<file path="src/rtl/div_pkg.sv">
// Shared types and helpers for the sequential RV64M divider.
// Holds op encodings, FSM states and op-class predicates.
package div_pkg;

  localparam int XLEN_DEFAULT = 64;

  typedef enum logic [1:0] {
    DIV  = 2'd0,
    DIVU = 2'd1,
    REM  = 2'd2,
    REMU = 2'd3
  } div_op_t;

  typedef enum logic [1:0] {
    IDLE = 2'd0,
    CALC = 2'd1,
    FIX  = 2'd2,
    DONE = 2'd3
  } state_t;

  function automatic logic is_signed(input div_op_t op);
    return (op == DIV) || (op == REM);
  endfunction

  function automatic logic is_rem(input div_op_t op);
    return (op == REM) || (op == REMU);
  endfunction

endpackage

</file>
<file path="src/rtl/div_step.sv">
// One restoring-division iteration: shift the next dividend bit into the
// partial remainder, trial-subtract the divisor, and emit one quotient bit.
module div_step #(
  parameter int XLEN = 64
) (
  input  logic [XLEN-1:0] r_i,
  input  logic [XLEN-1:0] q_i,
  input  logic [XLEN-1:0] d_i,
  output logic [XLEN-1:0] r_o,
  output logic [XLEN-1:0] q_o
);

  logic [XLEN:0] s;
  logic [XLEN:0] t;

  // r_i is always below 2^(XLEN-1) on entry (it is bounded by the dividend
  // prefix consumed so far), so {r_i, q msb} equals the zero-extended shift.
  assign s   = {r_i, q_i[XLEN-1]};
  assign t   = s - {1'b0, d_i};
  assign r_o = t[XLEN] ? s[XLEN-1:0] : t[XLEN-1:0];
  assign q_o = {q_i[XLEN-2:0], ~t[XLEN]};

endmodule

</file>
<file path="src/rtl/div_seq_64.sv">
// Multi-cycle RV64M divider: DIV/DIVU/REM/REMU, one quotient bit per cycle,
// with a single-cycle fast path for divide-by-zero and signed overflow.
import div_pkg::*;

module div_seq_64 #(
  parameter int XLEN  = XLEN_DEFAULT,
  parameter int TAG_W = 5
) (
  input  logic             clk,
  input  logic             rst,
  input  logic             flush,
  input  logic             req_valid,
  output logic             req_ready,
  input  logic [1:0]       req_op,
  input  logic [XLEN-1:0]  req_a,
  input  logic [XLEN-1:0]  req_b,
  input  logic [TAG_W-1:0] req_tag,
  output logic             resp_valid,
  input  logic             resp_ready,
  output logic [XLEN-1:0]  resp_data,
  output logic [TAG_W-1:0] resp_tag,
  output logic             busy,
  output logic [1:0]       dbg_state
);

  // Handshakes: a transfer happens on a rising edge where valid and ready are
  // both high. Request side is ready only in IDLE without flush; response
  // side holds valid/data/tag stable until resp_ready is sampled high.

  localparam int CNT_W = $clog2(XLEN);
  localparam logic [XLEN-1:0] MIN_NEG = {1'b1, {(XLEN-1){1'b0}}};

  state_t           state_q, state_d;
  logic [CNT_W-1:0] cnt_q, cnt_d;
  logic [XLEN-1:0]  r_q, r_d;
  logic [XLEN-1:0]  q_q, q_d;
  logic [XLEN-1:0]  d_q, d_d;
  div_op_t          op_q, op_d;
  logic [TAG_W-1:0] tag_q, tag_d;
  logic             sign_a_q, sign_a_d;
  logic             sign_b_q, sign_b_d;
  logic [XLEN-1:0]  data_q, data_d;

  div_op_t          op_in;
  logic             accept;
  logic             in_sa, in_sb;
  logic [XLEN-1:0]  abs_a, abs_b;
  logic [XLEN-1:0]  step_r, step_q;
  logic [XLEN-1:0]  q_fix, r_fix;

  div_step #(.XLEN(XLEN)) u_step (
    .r_i (r_q),
    .q_i (q_q),
    .d_i (d_q),
    .r_o (step_r),
    .q_o (step_q)
  );

  assign op_in  = div_op_t'(req_op);
  assign accept = req_valid && req_ready;
  assign in_sa  = is_signed(op_in) && req_a[XLEN-1];
  assign in_sb  = is_signed(op_in) && req_b[XLEN-1];
  // Negating the most-negative value wraps to itself, which is exactly
  // 2^(XLEN-1) read as unsigned.
  assign abs_a  = in_sa ? (~req_a + 1'b1) : req_a;
  assign abs_b  = in_sb ? (~req_b + 1'b1) : req_b;

  assign q_fix = (is_signed(op_q) && (sign_a_q ^ sign_b_q)) ? (~q_q + 1'b1) : q_q;
  assign r_fix = (is_signed(op_q) && sign_a_q) ? (~r_q + 1'b1) : r_q;

  assign req_ready  = (state_q == IDLE) && !flush;
  assign resp_valid = (state_q == DONE);
  assign busy       = (state_q != IDLE);
  assign resp_data  = data_q;
  assign resp_tag   = tag_q;
  assign dbg_state  = state_q;

  always_comb begin
    state_d  = state_q;
    cnt_d    = cnt_q;
    r_d      = r_q;
    q_d      = q_q;
    d_d      = d_q;
    op_d     = op_q;
    tag_d    = tag_q;
    sign_a_d = sign_a_q;
    sign_b_d = sign_b_q;
    data_d   = data_q;

    if (flush) begin
      state_d = IDLE;
    end else begin
      case (state_q)
        IDLE: begin
          if (accept) begin
            op_d     = op_in;
            tag_d    = req_tag;
            sign_a_d = in_sa;
            sign_b_d = in_sb;
            if (req_b == '0) begin
              data_d  = is_rem(op_in) ? req_a : '1;
              state_d = DONE;
            end else if (is_signed(op_in) && (req_a == MIN_NEG) && (req_b == '1)) begin
              data_d  = is_rem(op_in) ? '0 : req_a;
              state_d = DONE;
            end else begin
              d_d     = abs_b;
              q_d     = abs_a;
              r_d     = '0;
              cnt_d   = CNT_W'(XLEN - 1);
              state_d = CALC;
            end
          end
        end
        CALC: begin
          r_d   = step_r;
          q_d   = step_q;
          cnt_d = cnt_q - 1'b1;
          if (cnt_q == '0) state_d = FIX;
        end
        FIX: begin
          data_d  = is_rem(op_q) ? r_fix : q_fix;
          state_d = DONE;
        end
        DONE: begin
          if (resp_ready) state_d = IDLE;
        end
        default: state_d = IDLE;
      endcase
    end
  end

  always_ff @(posedge clk or posedge rst) begin
    if (rst) begin
      state_q  <= IDLE;
      cnt_q    <= '0;
      r_q      <= '0;
      q_q      <= '0;
      d_q      <= '0;
      op_q     <= DIV;
      tag_q    <= '0;
      sign_a_q <= 1'b0;
      sign_b_q <= 1'b0;
      data_q   <= '0;
    end else begin
      state_q  <= state_d;
      cnt_q    <= cnt_d;
      r_q      <= r_d;
      q_q      <= q_d;
      d_q      <= d_d;
      op_q     <= op_d;
      tag_q    <= tag_d;
      sign_a_q <= sign_a_d;
      sign_b_q <= sign_b_d;
      data_q   <= data_d;
    end
  end

endmodule

</file>
<file path="config.mk">
export PLATFORM = sky130hd
export DESIGN_NAME = div_seq_64
export DESIGN_NICKNAME = d
export VERILOG_FILES = /design/src/rtl/div_pkg.sv /design/src/rtl/div_step.sv /design/src/rtl/div_seq_64.sv
export SDC_FILE = /design/constraint.sdc
export NUM_CORES = 1
export LEC_CHECK = 0
export CAP_MARGIN = 10
export CORE_MARGIN = 1
export CORE_UTILIZATION = 55
export DETAILED_ROUTE_END_ITERATION = 8
export PLACE_DENSITY = 0.84
export SKIP_LAST_GASP = 1
export SYNTH_ARGS = -nofsm -noshare
export SYNTH_HDL_FRONTEND = slang
export SYNTH_SLANG_ARGS = --single-unit
</file>
<file path="constraint.sdc">
create_clock -name clk -period 11.84 [get_ports clk]
set_input_delay 1.776 -clock clk [delete_from_list [all_inputs] [get_ports clk]]
set_output_delay 1.776 -clock clk [all_outputs]
set_load 0.01 [all_outputs]
</file>
# After elaboration in Yosys (flattened, before gate mapping)
# Cells that the tools add are included.
# word_totals
mem_bits_rw	0
input_bits	140
register_bits	273
rom_bits	0
latchBits	0
output_inout_bits	74
n_memories	0
# op_classes
bitwise_logic	9
n_mux	31
eq_ne	16
n_addsub	6
n_mul	0
reduce_logical	26
order_cmp	0
div	0
n_shift	0
# ops
cell	count
64-bit two-way mux	17
64-bit case mux with 2 select lines	3
64-bit by 1-bit adder with 64-bit output (second input constant)	4
64-bit inverter	4
64-bit == test (second input constant)	2
65-bit by 64-bit subtractor with 65-bit output	1
64-bit zero test	1
6-bit two-way mux	3
2-bit == test (second input constant)	6
2-bit two-way mux	6
6-bit case mux with 2 select lines	1
5-bit AND reduction	2
1-bit logical AND	8
2-bit case mux with 4 select lines	1
2-bit zero test	3
6-bit zero test	1
2-bit inequality test (second input constant)	3
3-bit inequality test (second input constant)	2
3-bit AND reduction	2
2-bit nonzero test	3
6-bit by 1-bit subtractor with 6-bit output (second input constant)	1
1-bit logical OR	4
1-bit inverter	4
4-bit AND reduction	1
other kinds (5)	5

# Longest topological paths before layout
# depth
word_depth	9
mapped_depth	15

# Hierarchy
# From an unflattened synthesis, not the netlist that was laid out.
# unflattened
hier_cells	3203
area_unflattened_um2	24338.3
# by_module_without_submodules
mod	instances	cells_per_inst	area_each_um2
div_seq_64	1	2413	18768.0
div_step	1	790	5570.3

# Worst setup path before layout
# Ideal clock, no wire load.
# synth_path
path_kind	input to register
from	input port req_a[42]
to	register data_q[19] (netlist: resp_data[19])
arrival_ns	4.558
setup_time_ns	0.124
cell_stages	9
n_path_buf	2
required_time_ns	11.716
setup_slack_ns	7.158
path_cell_list	or4_4 -> or4b_2 -> nor4b_1 -> a41oi_2 -> nand3b_4 -> a21o_1 -> buf_6 -> buf_2 -> a211o_1
# synth_between
elab_chain_cells	5
# synth_lines
element	line_no	source
start: declaration	div_seq_64.sv:15	input logic [XLEN-1:0] req_a,
64-bit == test	div_seq_64.sv:103	end else if (is_signed(op_in) && (req_a == MIN_NEG) && (req_b == '1)) begin
1-bit logical AND (2 in a row)	div_seq_64.sv:103	
3-bit by 1-bit inequality test with 1-bit output (no source line)	n/a	
4-bit AND reduction (no source line)	n/a	
end signal: assignment	div_seq_64.sv:155	data_q <= data_d;
end: declaration	div_seq_64.sv:42	logic [XLEN-1:0] data_q, data_d;
# No other way between the ends.
# A chain may end at the register's enable or synchronous reset.

# Worst setup path in the final report
# layout_path
from	input port req_a[0]
to	register q_q[27]
# layout_between
elab_chain_cells	7
elab_cells_between_ends	12
# layout_lines
element	line_no	source
64-bit inverter	div_seq_64.sv:65	assign abs_a = in_sa ? (~req_a + 1'b1) : req_a;
64-bit by 1-bit adder with 64-bit output	div_seq_64.sv:65	
64-bit two-way mux	div_seq_64.sv:65	
64-bit two-way mux	div_seq_64.sv:103	
64-bit two-way mux	div_seq_64.sv:100	if (req_b == '0) begin
64-bit two-way mux	div_seq_64.sv:95	if (accept) begin
64-bit case mux with 2 select lines	div_seq_64.sv:93	case (state_q)
end signal: assignment	div_seq_64.sv:149	q_q <= q_d;
end: declaration	div_seq_64.sv:36	logic [XLEN-1:0] q_q, q_d;
# Parallel ways exist; a longest one is shown, timed or not. The select of a mux whose other input is x is not followed.

==> flow_metrics.tcl <==
set metrics [dict create \
    ys_ff_latch 273 \
    crit_path_frequent_cell "buf_4" \
    cts_resized 0 \
    vias 23463 \
    crit_type "input port to flop" \
    final_cell_mix "nand2_1 (365), nor2_1 (299), a21oi_1 (298)" \
    fin_tns_setup_ns 0 \
    critical_path_arrival_ns 7.39 \
    drv_slew 0 \
    end_kind "flop" \
    swShare 0.454 \
    place_congestion 0.987 \
    clock_sinks 273 \
    synth_nets 3205 \
    nNetsFinal 3275 \
    htreeDepth 1 \
    wl_per_cell_um 20.0 \
    postRouteAntennaNets 0 \
    portBuffers 213 \
    synthArstFlopShare 1.00 \
    slowest_delay_ns 0.76 \
    power_density_mw_per_mm2 202 \
    grt_max_degree 126 \
    crit_buf_inv 4 \
    muxShareOfSynthArea 0.0101 \
    yosys.area_share.adder 0.0497 \
    required_ns 12.27 \
    vias_per_cell 6.49 \
    hold_viol 0 \
    cts_setup_buffers 0 \
    clock_path_buffers 3 \
    cpMaxStageDelayCell "nor3_1" \
    synth_area_leader_cell "dfrtp_1" \
    coreArea_mm2 0.0407 \
    grt_use_total 0.340 \
    area_growth_pct 14.5 \
    placementRows 74 \
    power.switching_w 0.00237 \
    yosys_warnings 0 \
    clock-root-buffer "clkbuf_16" \
    diodes 0 \
    path_cells "clkdlybuf4s50_1 > inv_1 > ha_1 > nor3b_1 > nand4_1 > or2_2 > nor3_1 > a41oi_2 > and3_4 > nor2_4 > buf_4 > buf_4 > o21ai_0" \
    path_max_fanout 94 \
    whs_ns 0.487 \
    skew_ns 0.0128 \
    drc 0 \
    wl_um 72400 \
    critical-path-top-delay-family "simple AND/OR/NAND/NOR gates" \
    die-area_mm2 0.0421 \
    clkPwrFrac 0.188 \
    seq_area_frac_synth 0.301 \
    maxCapViolCount 0 \
    avgSynthCellArea_um2 7.59 \
    p_seq_frac 0.299 \
    crit_path_start_kind "input port" \
    ir_worst_vdd_v 0.000122 \
    cts_hold_buf 0 \
    post-route-min-period_ns 6.96 \
    die_h_um 205 \
    synth.distinct_cells 87 \
    synth_edf_count 0 \
    synth_area_leaders "dfrtp_1 (30%), a21oi_1 (6.6%), xnor2_1 (6.3%)" \
    clk_pin_slew_worst_paths_ns 0.06 \
    status "finished, final reports clean" \
    antenna_found_initial 0 \
    gr-total-overflow 0 \
    drt_pre_antenna_iters 7 \
    rsz0062_at_grt "no" \
    synth_ff_type "dfrtp_1" \
    fp.dieW_um 205 \
    finalSetupViolations 0 \
    layout_commonest_cell "nand2_1" \
    p_int_w 0.00286 \
    tightest_slew_ns 1.31 \
    synth_top_area_frac 0.301 \
    ioPinCount 214 \
    fmaxAchievable_mhz 144 \
    leakage_nw 10.5 \
    power_frac_comb 0.513 \
    synthSimpleGateAreaFrac 0.216 \
    grt_pass1_wl_um 115000 \
    cts_buffers 30 \
    synth_top_family_by_area "compound AO/OA/AOI/OAI gates" \
    synth_compound_area_frac 0.253 \
    finalCritPeriodShare 0.588 \
    synth-xor-area-share 0.116 \
    syn_area_mm2 0.0227 \
    min_path_type "flop to flop" \
    relSlewSlack 0.118 \
    clk_latency_ns 0.59 \
    start_util 0.557 \
    tritoncts "built" \
    drive_gt1_frac 0.0438 \
    syn-instance-count 2989 \
    dp_hpwl_um 53200 \
    drt_iter0_markers 2804 \
    grt_pass1_vias 21572 \
]
-- sequential cells by signal, indices dropped and copies added, names as in the netlist --
register	cells
resp_tag	5
resp_data	64
sign_b_q	1
cnt_q	6
op_q	2
q_q	64
r_q	64
dbg_state	2
sign_a_q	1
d_q	64
-- synthesized netlist by cell type, drive strengths merged, types with 32 or more instances --
| cell type | instances |
|---|---|
| a211oi | 35 |
| a21o | 32 |
| a21oi | 300 |
| a31oi | 35 |
| buf | 45 |
| clkbuf | 155 |
| dfrtp | 273 |
| ha | 75 |
| inv | 105 |
| nand2 | 366 |
| nand3 | 106 |
| nand4 | 40 |
| nor2 | 300 |
| nor3 | 64 |
| nor4 | 32 |
| o21ai | 297 |
| o31ai | 51 |
| xnor2 | 163 |
| xor2 | 138 |
-- metrics by stage --
step	utilization	power (W)	cells	area, µm²	setup slack, ns
after global routing	0.637	0.00557	3615	26000	4.65
final	0.637	0.00523	3615	26000	4.88
after CTS	0.637	0.00517	3615	26000	5.14
after detailed placement	0.612	0.00418	3559	24900	4.62
after global placement	0.612	0.00408	3559	24900	4.88
after floorplan	-	0.00333	2989	22700	2.54
-- power groups by stage --
stage | sequential (W) | clock (W) | combinational (W)
after floorplan | 0.00152 | 0 | 0.00181
after global placement | 0.00154 | 0 | 0.00254
after detailed placement | 0.00156 | 0 | 0.00261
after CTS | 0.00155 | 0.000991 | 0.00263
after global routing | 0.00160 | 0.00103 | 0.00295
final | 0.00156 | 0.000983 | 0.00269
-- logic make-up after synthesis --
family | Yosys count
and+or+nand+nor | 1055
AOI/OAI and AO/OA | 939
buffers and inverters | 306
xor gates and xnor gates | 301
DFF | 273
adders and majority gates | 93
muxes | 22
-- metal layers --
layer,vias to the layer above,track usage,wire length [µm]
met5,-,0,0
met4,0,0.102,1900
met3,133,0.0426,7090
met2,1345,0.524,31900
met1,11145,0.495,31500
li1,10840,-,-
-- tightest hold or removal path, delay by kind of cell, from the launching register on --
family / cells / cell delay [ns]
flops: 1 / 0.34
compound gates: 1 / 0.06
simple gates: 1 / 0.05
-- final timing paths --
kind	cells past startpoint	from	slack [ns]	to
min	2	resp_data[5]	0.49	resp_data[5]
max	13	req_a[0]	4.88	q_q[27]
max in group asynchronous	3	rst	8.45	q_q[25]
min in group asynchronous	2	rst	1.75	resp_data[12]
min reg2reg	2	resp_data[5]	0.49	resp_data[5]
max reg2reg	14	q_q[63]	6.40	r_q[41]
-- area by class of cell --
| type | count | area [µm²] |
|---|---|---|
| clock buffers | 37 | 828 |
| well taps | 532 | 666 |
| fillers | 3545 | 14800 |
| flip-flops and latches | 273 | 6830 |
| repair buffers | 238 | 2310 |
| clock inverters | 19 | 196 |
| multi-input cells | 2410 | 14700 |
| inverters | 106 | 405 |
(Power assumes the default switching activity.)
